`src/rtl/seg_pkg.sv`:
```
// Shared 7-segment definitions: segment type, hex glyph table, scan-decoder FSM states
// and digit-select helpers.
package seg_pkg;

    typedef logic [6:0] seg_t;

    typedef enum logic [1:0] {
        IDLE,
        SETTLE,
        CAPTURE,
        HOLD
    } state_t;

    // Active-low {g,f,e,d,c,b,a}, indexed by hex value
    localparam seg_t SEG_GLYPH [16] = '{
        7'b1000000, 7'b1111001, 7'b0100100, 7'b0110000,
        7'b0011001, 7'b0010010, 7'b0000010, 7'b1111000,
        7'b0000000, 7'b0010000, 7'b0001000, 7'b0000011,
        7'b1000110, 7'b0100001, 7'b0000110, 7'b0001110
    };

    // True when exactly one select line is pulled low
    function automatic logic sel_legal(input logic [7:0] an);
        logic [7:0] lo;
        lo = ~an;
        return (lo != 8'd0) && ((lo & (lo - 8'd1)) == 8'd0);
    endfunction

    function automatic logic [2:0] sel_index(input logic [7:0] an);
        logic [2:0] idx;
        idx = '0;
        for (int unsigned i = 0; i < 8; i++) begin
            if (!an[i]) idx = 3'(i);
        end
        return idx;
    endfunction

endpackage

```
`src/rtl/seg_scan_decoder_if.sv`:
```
// Scan bus seen by the decoder: an/cn from the display driver, rebuilt word and status back.
interface seg_scan_decoder_if;
    import seg_pkg::*;

    logic [7:0]  an;
    seg_t        cn;
    logic [31:0] d;
    logic        valid;
    logic        err;
    logic        stale;

    modport master (
        output an, cn,
        input  d, valid, err, stale
    );

    modport slave (
        input  an, cn,
        output d, valid, err, stale
    );

endinterface

```
`src/rtl/seg7_to_hex.sv`:
```
// Combinational glyph decoder: active-low segment pattern to hex nibble plus legality flag.
module seg7_to_hex
    import seg_pkg::*;
(
    input  seg_t       cn,
    output logic       legal,
    output logic [3:0] nibble
);

    always_comb begin
        legal  = 1'b0;
        nibble = '0;
        for (int unsigned i = 0; i < 16; i++) begin
            if (cn == SEG_GLYPH[i]) begin
                legal  = 1'b1;
                nibble = 4'(i);
            end
        end
    end

endmodule

```
`src/rtl/seg_scan_decoder.sv`:
```
// Rebuilds the 32-bit hex word from a multiplexed 8-digit 7-seg scan bus.
// Optional FRAME_CONFIRM_EN: publish a frame only after two identical consecutive frames.
module seg_scan_decoder
    import seg_pkg::*;
#(
    parameter int unsigned SETTLE_CYC  = 4,
    parameter int unsigned TIMEOUT_CYC = 2**20
) (
    input  logic              clk,
    input  logic              rst,
    seg_scan_decoder_if.slave bus
);

    localparam int unsigned SW = $clog2(SETTLE_CYC + 1);
    localparam int unsigned TW = $clog2(TIMEOUT_CYC + 1);
    localparam logic [SW-1:0] S_ONE = SW'(1);
    localparam logic [SW-1:0] S_MAX = SW'(SETTLE_CYC);
    localparam logic [TW-1:0] T_ONE = TW'(1);
    localparam logic [TW-1:0] T_MAX = TW'(TIMEOUT_CYC);

    logic [7:0]    an_r, an_p;
    seg_t          cn_r, cn_p;
    state_t        state, state_nx;
    logic [SW-1:0] scnt, scnt_nx;
    logic          load_cap;
    logic          legal, same;

    logic [7:0]    sel_q;
    seg_t          cap_cn;
    logic          do_cap;
    logic          glyph_ok;
    logic [3:0]    nib;
    logic [2:0]    cap_idx;
    logic [31:0]   shadow, shadow_w;
    logic [7:0]    mask, mask_w;
    logic          frame_done;
    logic          pub;

    logic [31:0]   d_q;
    logic          valid_q, err_q;
    logic [TW-1:0] tcnt;

    // One register stage plus a previous-sample copy for the stability compare
    always_ff @(posedge clk or posedge rst) begin
        if (rst) begin
            an_r <= '1;
            an_p <= '1;
            cn_r <= '1;
            cn_p <= '1;
        end else begin
            an_r <= bus.an;
            cn_r <= bus.cn;
            an_p <= an_r;
            cn_p <= cn_r;
        end
    end

    always_ff @(posedge clk or posedge rst) begin
        if (rst) begin
            state <= IDLE;
            scnt  <= '0;
        end else begin
            state <= state_nx;
            scnt  <= scnt_nx;
        end
    end

    always_comb begin
        state_nx = state;
        scnt_nx  = scnt;
        load_cap = 1'b0;
        legal    = sel_legal(an_r);
        same     = (an_r == an_p) && (cn_r == cn_p);
        case (state)
            IDLE: begin
                if (legal) begin
                    state_nx = SETTLE;
                    scnt_nx  = S_ONE;
                end
            end
            SETTLE: begin
                if (!legal) begin
                    state_nx = IDLE;
                    scnt_nx  = '0;
                end else begin
                    if (same) scnt_nx = (scnt == S_MAX) ? S_MAX : scnt + S_ONE;
                    else      scnt_nx = S_ONE;
                    if (scnt_nx == S_MAX) begin
                        state_nx = CAPTURE;
                        load_cap = 1'b1;
                    end
                end
            end
            CAPTURE: begin
                state_nx = HOLD;
                scnt_nx  = '0;
            end
            HOLD: begin
                if (!legal || (an_r != sel_q)) begin
                    state_nx = IDLE;
                    scnt_nx  = '0;
                end
            end
            default: begin
                state_nx = IDLE;
                scnt_nx  = '0;
            end
        endcase
    end

    // Freeze the settled select/segments so CAPTURE decodes exactly what was counted stable
    always_ff @(posedge clk or posedge rst) begin
        if (rst) begin
            sel_q  <= '1;
            cap_cn <= '1;
        end else if (load_cap) begin
            sel_q  <= an_r;
            cap_cn <= cn_r;
        end
    end

    seg7_to_hex u_seg7_to_hex (
        .cn     (cap_cn),
        .legal  (glyph_ok),
        .nibble (nib)
    );

    always_comb begin
        do_cap                       = (state == CAPTURE);
        cap_idx                      = sel_index(sel_q);
        shadow_w                     = shadow;
        shadow_w[{cap_idx, 2'b00} +: 4] = nib;
        mask_w                       = mask | (8'd1 << cap_idx);
        frame_done                   = do_cap && glyph_ok && (mask_w == 8'hFF);
    end

`ifdef FRAME_CONFIRM_EN
    logic [31:0] cand;
    logic        cand_v;

    always_ff @(posedge clk or posedge rst) begin
        if (rst) begin
            cand   <= '0;
            cand_v <= 1'b0;
        end else if (frame_done) begin
            cand   <= shadow_w;
            cand_v <= 1'b1;
        end
    end

    assign pub = frame_done && cand_v && (shadow_w == cand);
`else
    assign pub = frame_done;
`endif

    // Frame completion is folded into the capture edge so d includes the nibble just written
    always_ff @(posedge clk or posedge rst) begin
        if (rst) begin
            shadow  <= '0;
            mask    <= '0;
            d_q     <= '0;
            valid_q <= 1'b0;
            err_q   <= 1'b0;
            tcnt    <= '0;
        end else begin
            valid_q <= pub;
            err_q   <= do_cap && !glyph_ok;
            if (do_cap && glyph_ok) begin
                shadow <= shadow_w;
                mask   <= frame_done ? '0 : mask_w;
            end
            if (pub) d_q <= shadow_w;
            if (pub)                tcnt <= '0;
            else if (tcnt != T_MAX) tcnt <= tcnt + T_ONE;
        end
    end

    assign bus.d     = d_q;
    assign bus.valid = valid_q;
    assign bus.err   = err_q;
    assign bus.stale = (tcnt == T_MAX);

endmodule

```
`src/flat_wrapper.sv`:
```
// flat-port wrapper written by rule: the top's interface ports become plain ports
module seg_scan_decoder_flat import seg_pkg::*;
#(
    parameter int unsigned SETTLE_CYC  = 4,
    parameter int unsigned TIMEOUT_CYC = 2**20
)
  (clk, rst, bus_an, bus_cn, bus_d, bus_valid, bus_err, bus_stale);
  seg_scan_decoder_if bus_i ();
  input  logic clk;
  input  logic rst;
  input wire logic [$bits(bus_i.an)-1:0] bus_an;
  input wire logic [$bits(bus_i.cn)-1:0] bus_cn;
  output wire logic [$bits(bus_i.d)-1:0] bus_d;
  output wire logic [$bits(bus_i.valid)-1:0] bus_valid;
  output wire logic [$bits(bus_i.err)-1:0] bus_err;
  output wire logic [$bits(bus_i.stale)-1:0] bus_stale;
  assign bus_i.an = bus_an;
  assign bus_i.cn = bus_cn;
  assign bus_d = bus_i.d;
  assign bus_valid = bus_i.valid;
  assign bus_err = bus_i.err;
  assign bus_stale = bus_i.stale;
  seg_scan_decoder #(.SETTLE_CYC(SETTLE_CYC), .TIMEOUT_CYC(TIMEOUT_CYC)) u_core (.clk(clk), .rst(rst), .bus(bus_i));
endmodule
```
`config.mk`:
```
export PLATFORM = sky130hd
export DESIGN_NAME = seg_scan_decoder_flat
export DESIGN_NICKNAME = d
export VERILOG_FILES = /design/src/rtl/seg_pkg.sv /design/src/rtl/seg_scan_decoder_if.sv /design/src/rtl/seg7_to_hex.sv /design/src/rtl/seg_scan_decoder.sv /design/src/flat_wrapper.sv
export SDC_FILE = /design/constraint.sdc
export NUM_CORES = 1
export LEC_CHECK = 0
export CAP_MARGIN = 0
export CELL_PAD_IN_SITES_DETAIL_PLACEMENT = 1
export CELL_PAD_IN_SITES_GLOBAL_PLACEMENT = 1
export CORE_ASPECT_RATIO = 1.2
export CORE_MARGIN = 2
export CORE_UTILIZATION = 30
export CTS_BUF_LIST = sky130_fd_sc_hd__clkbuf_4
export DETAILED_ROUTE_END_ITERATION = 8
export GPL_ROUTABILITY_DRIVEN = 0
export PLACE_DENSITY_LB_ADDON = 0.1
export SLEW_MARGIN = 20
export SYNTH_ARGS = -nofsm -noshare
export SYNTH_HDL_FRONTEND = slang
export SYNTH_HIERARCHICAL = 1
export SYNTH_SLANG_ARGS = --single-unit
export TNS_END_PERCENT = 1
```
`constraint.sdc`:
```
create_clock -name clk -period 4.35 [get_ports clk]
set_input_delay 0.87 -clock clk [delete_from_list [all_inputs] [get_ports clk]]
set_output_delay 0.87 -clock clk [all_outputs]
set_load 0.1 [all_outputs]
```
==> impl_metrics.toml, run 1 <==
[global_routing]
grt_remaining_overflow = 0
antenna_found_initial = 2
grt_pass1_wl_um = 28300
grt_max_degree = 57
grt_usage = 0.145
grt_pass1_vias = 5547

[floorplan]
start_util = 0.303
rows = 61
die_w_um = 143
fp.dieArea_mm2 = 0.0246
die_h_um = 171
core_area_mm2 = 0.0230
pin_count = 52

[pwr]
power.density_mw_per_mm2 = 310
ir_drop_mv = 0.129
p_leak_nw = 3.31

[clock_network]
cts_buffers = 17
clockBufferDepth = 2
cts_setup_buffers = 0
cts_tree = "built"
cts.reportedPaths.clkPinSlew_ns = 0.14
htree_levels = 4
cts_resized = 0
cts_root_buf = "clkbuf_4"
cts_sinks = 145
clock_latency_ns = 0.57
ctsHoldBuffers = 0

[timing]
hold_viol_final = 0
relSlewSlack = 0.348
slew_viol_final = 0
layout_setup_ws_ns = 0.879
clock.fmax_ghz = 0.288
fin_crit_ns = 3.47
tns_ns = 0
setup_violations = 0
min_period_over_period = 0.798
tightest_slew_ns = 0.975
finalClockSkew_ns = 0.0267
rsz0062_at_grt = "false"

[setup_path]
crit_path_end_kind = "flip-flop"
critPathLaunchType = "flip-flop"
path_max_fanout = 30
path_class = "reg -> reg"
reg2reg_from = "u_core/cap_cn[5]$_DFFE_PP1P_"
required_ns = 4.79
crit_path_start = "u_core/cap_cn[5]$_DFFE_PP1P_"
crit_arrival_ns = 3.91

[synth]
yosysWarnings = 6
syn_inst = 671
ys_async_sr_fraction = 1.00
syn_area_mm2 = 0.00699
synth_top_area_frac = 0.358
avgSynthCellArea_um2 = 10.4
ys_ff_latch = 145
synth_edf_count = 0
synth_ff_type = "dfrtp_1"
yosysTopAreaCell = "dfrtp_1"
synth.yosys.seq_area_share = 0.527
synthTopCellsByArea = "dfrtp_1 (36%), dfstp_2 (17%), nand2_1 (4.2%)"
syn_nets = 699
ys_types = 64

[detailed_routing]
dr.pass1.iters = 4
viasPerCell = 5.01
drc = 0
drt_iter0_drc = 218
vias = 5245
wl_per_cell_um = 16.2
ant_nets = 0
wl_um = 17000

[finish]
regArea_mm2 = 0.00368
fillers = 2647
drive_gt1_frac = 0.162
syn2layout_area_growth_pct = 16.9
final_cell_mix = "dfrtp_1 (100), nand2_1 (79), nor2_1 (58), clkdlybuf4s50_1 (50), o21ai_0 (47)"
design_area_mm2 = 0.00817
layout_commonest_cell = "dfrtp_1"
nNetsFinal = 744
utilization = 0.355
multi_input_comb_area_mm2 = 0.00307

[place]
dp.final_hpwl_um = 12000
dp_slack_ns = 0.863
placed_area_mm2 = 0.00782
io_buffers = 51

[outcome]
status = "finished, final reports clean"

[run]
maxCapViolCount = 0

[min_path]
min_from = "u_core/cn_r[0]$_DFF_PP1_"
min_path_type = "reg -> reg"
==> path summary, 6_finish.rpt <==
kind | to | slack (ns) | cells past startpoint
min reg2reg | u_core/cn_p[0]$_DFF_PP1_ | 0.37 | 0
max | u_core/tcnt[5]$_DFFE_PP0P_ | 0.88 | 9
max reg2reg | u_core/tcnt[5]$_DFFE_PP0P_ | 0.88 | 9
min in group asynchronous | u_core/bus.d[29]$_DFFE_PP0P_ | 0.83 | 2
min | u_core/cn_p[0]$_DFF_PP1_ | 0.37 | 0
max in group asynchronous | u_core/sel_q[1]$_DFFE_PP1P_ | 2.65 | 3
==> metrics by stage <==
step / total power [mW] / std cells / hold WS [ns]
6_report: 2.53 / 1046 / 0.368
5_1_grt: 2.66 / 1046 / 0.378
4_1_cts: 2.59 / 1044 / 0.375
3_5_place_dp: 1.52 / 1012 / 0.378
3_3_place_gp: 1.51 / 1012 / 0.372
2_1_floorplan: 1.47 / 671 / 0.353
==> critical path: stages (launching register included) <==
cell,delay (ns)
dfstp_2,0.73
or3b_2,0.49
nor4_1,0.24
or4_1,0.18
nand3b_1,0.28
nor3_1,0.32
o221ai_2,0.15
inv_2,0.42
buf_4,0.42
nor2_1,0.09
==> cell type report <==
class | instances | share of cell area
multi-input cells | 474 | 0.375
repair buffers | 61 | 0.0744
clock buffers | 18 | 0.0165
diodes | 2 | 0.000612
well taps | 315 | 0.0482
flip-flops and latches | 145 | 0.451
clock inverters | 14 | 0.0259
inverters | 17 | 0.00827
==> power breakdown <==
group	total (mW)	internal, mW	switching (mW)
logic	0.0871	0.0381	0.0490
registers	1.40	1.38	0.0227
clock network	1.05	0.521	0.525
total	2.53	1.94	0.597
==> per-layer routing <==
layer  wire [µm]  global-route usage  up-vias
li1            -                   -     2470
met1        7610               0.179     2672
met2        8610               0.254       79
met3         511              0.0306       24
met4         267              0.0456        0
met5           0                   0        -
==> kinds of logic (layout without fill, tap and decap cells) <==
family	count (synthesis)	in the layout	share of synthesized area
simple gates	240	240	0.170
other cells	0	2	0
flops	145	145	0.527
buf+inv	52	110	0.0345
mux	30	30	0.0519
compound gates	151	151	0.144
xor+xnor	41	41	0.0514
fa+ha+maj	12	12	0.0211
==> synthesized netlist by cell type, types with 3 or more instances <==
master       n
and3_1       9
nand4_1      9
mux2i_1      7
nor3b_1      5
dfstp_2     45
o21ai_0     47
nand3_1     24
nor4_1       8
mux2_4       9
clkbuf_1    17
a32o_1       5
or3_1        7
nand2_1     79
a2bb2oi_1   10
inv_1       16
o22a_1       5
and4_1       4
buf_2       13
o21a_1       7
o31ai_1      4
nor3_1       6
xnor2_1     28
nor2_1      58
dfrtp_1    100
a31oi_1      3
a21oi_1     30
ha_1        11
a22o_1      11
nor2b_1      8
nor4b_1      5
a221oi_1     4
xor2_1      13
o211ai_1     9
and2_1       5
mux2_2      14
==> state kept, by name (all words and copies together), names as in the netlist, 8 cells and up, named ones only <==
name,cells
u_core/an_r,8
u_core/mask,8
u_core/shadow,32
u_core/sel_q,8
u_core/bus.d,32
u_core/an_p,8
u_core/tcnt,21
Note: power is estimated with default switching activity, not from simulation.
==> inputs of run 2 (changes only) <==
- clock period: 4.35 -> 3.45 ns (I/O delays scaled with it)
==> run 2 against run 1 <==
Clock skew decreased by 0.010 ns. Critical path type unchanged. Maximum frequency increased by 9.3%. Utilization decreased by 0.28 points. Count of clock-buffer cells in the layout decreased by 1. Cell count increased by 0.57%. Combinational power increased by 21%. Critical endpoint is now u_core/bus.d[14]$_DFFE_PP0P_. Power increased by 15%. Sequential share of layout area increased by 0.36 points.
==> impl_metrics.toml, run 2 (synthesis gave the netlist of run 1 again) <==
[setup_path]
required_ns = 3.87
cp_cell_sequence = "nand2b_1 > a21boi_0 > o21a_2 > nor2_1 > inv_1 > ha_1 > o22ai_1 > nor3_1 > o221ai_2 > inv_2 > buf_12 > mux2_2"
cpPeakStageDelay_ns = 0.61
crit_buf_inv = 3
crit_arrival_ns = 3.60
crit_path_end_kind = "flip-flop"
crit_family = "compound AO/OA/AOI/OAI gates"
path_class = "reg -> reg"
critPathLaunchType = "flip-flop"
path_max_fanout = 29
crit_path_top_delay_cell = "dfstp_2"

[clock_network]
clock_latency_ns = 0.53
clockBufferDepth = 2
cts_sinks = 145
cts_tree = "built"
ctsHoldBuffers = 0
cts_root_buf = "clkbuf_4"
cts_buffers = 17
cts.reportedPaths.clkPinSlew_ns = 0.13
htree_levels = 4

[detailed_routing]
ant_nets = 0
dr.pass1.iters = 4
viasPerCell = 4.87
vias = 5125
wl_per_cell_um = 16.0
drt_iter0_drc = 199
wl_um = 16800
drc = 0

[pwr]
pwr-share-seq = 0.604
ir_drop_mv = 0.178
sw_frac_of_total = 0.246
power.density_mw_per_mm2 = 361
internal_power_mw = 2.21
p_comb_frac = 0.036
clkPwrFrac = 0.360
power_switching_mw = 0.718
p_leak_nw = 3.33

[floorplan]
die_w_um = 143
pin_count = 52
core_area_mm2 = 0.0230
start_util = 0.303
die_h_um = 171
fp.dieArea_mm2 = 0.0246
rows = 61

[global_routing]
grt_usage = 0.146
antenna_found_initial = 1
grt_max_degree = 146
grt_pass1_wl_um = 28500
grt_remaining_overflow = 0
grt_pass1_vias = 5464

[finish]
nNetsFinal = 751
fillers = 2626
drive_gt1_frac = 0.192
final_cell_mix = "dfrtp_1 (100), nand2_1 (79), nor2_1 (58), o21ai_0 (47), dfstp_2 (45)"
utilization = 0.352
layout_commonest_cell = "dfrtp_1"
syn2layout_area_growth_pct = 15.9

[timing]
relSlewSlack = 0.352
tns_ns = 0
fin_crit_ns = 3.18
layout_setup_ws_ns = 0.275
min_period_over_period = 0.920
rsz0062_at_grt = "false"
hold_viol_final = 0
tightest_slew_ns = 0.969
clock.fmax_ghz = 0.315
setup_violations = 0
slew_viol_final = 0
finalClockSkew_ns = 0.0165

[min_path]
min_path_type = "reg -> reg"

[outcome]
status = "finished, final reports clean"

[run]
maxCapViolCount = 0

[place]
io_buffers = 51
dp.final_hpwl_um = 11800
dp_slack_ns = 0.232
-- run 2: final timing paths --
path	from	end	slack (ns)	cells after the start
min reg2reg	u_core/cn_r[0]$_DFF_PP1_	u_core/cn_p[0]$_DFF_PP1_	0.38	0
min in group asynchronous	rst	u_core/bus.d[30]$_DFFE_PP0P_	0.63	3
max	u_core/sel_q[2]$_DFFE_PP1P_	u_core/bus.d[14]$_DFFE_PP0P_	0.27	12
max in group asynchronous	rst	u_core/scnt[1]$_DFFE_PP0P_	2.07	3
max reg2reg	u_core/sel_q[2]$_DFFE_PP1P_	u_core/bus.d[14]$_DFFE_PP0P_	0.27	12
min	u_core/cn_r[0]$_DFF_PP1_	u_core/cn_p[0]$_DFF_PP1_	0.38	0
-- run 2: metal layers --
| metal | track usage | wire [µm] |
|---|---|---|
| met5 | 0 | 0 |
| met4 | 0.0482 | 275 |
| met3 | 0.0292 | 398 |
| met2 | 0.251 | 8380 |
| met1 | 0.184 | 7790 |
-- run 2: layout make-up --
class                      count  area, µm²  area share
sequential                   145       3680       0.454
tap                          315        394      0.0486
multi-input combinational    474       3070       0.378
inverter                      17       67.6     0.00833
antenna                        1       2.50    0.000309
timing repair buffer          68        623      0.0769
clock inverter                15        140      0.0173
clock buffer                  17        128      0.0157
-- run 2: per-stage QoR --
stage          area (µm²)  total power [mW]  hold WS (ns)  cells
3_3_place_gp         7820              1.90         0.371   1017
4_1_cts              8090              3.00         0.382   1049
2_1_floorplan        7000              1.86         0.353    671
5_1_grt              8110              3.10         0.390   1052
6_report             8110              2.93         0.379   1052
3_5_place_dp         7820              1.91         0.374   1017
-- run 2: timing repair --
item / in CTS / in global routing
setup endpoints to repair: 0 / 7
buffers inserted: 0 / 2
gates resized for setup: 0 / 1
-- run 2: power by group through the flow --
| stage | Clock (mW) | Combinational, mW | Sequential, mW |
|---|---|---|---|
| after CTS | 1.12 | 0.111 | 1.77 |
| final | 1.05 | 0.105 | 1.77 |
| after global placement | 0 | 0.107 | 1.80 |
| after floorplan | 0 | 0.0734 | 1.78 |
| after global routing | 1.20 | 0.121 | 1.77 |
| after detailed placement | 0 | 0.111 | 1.80 |
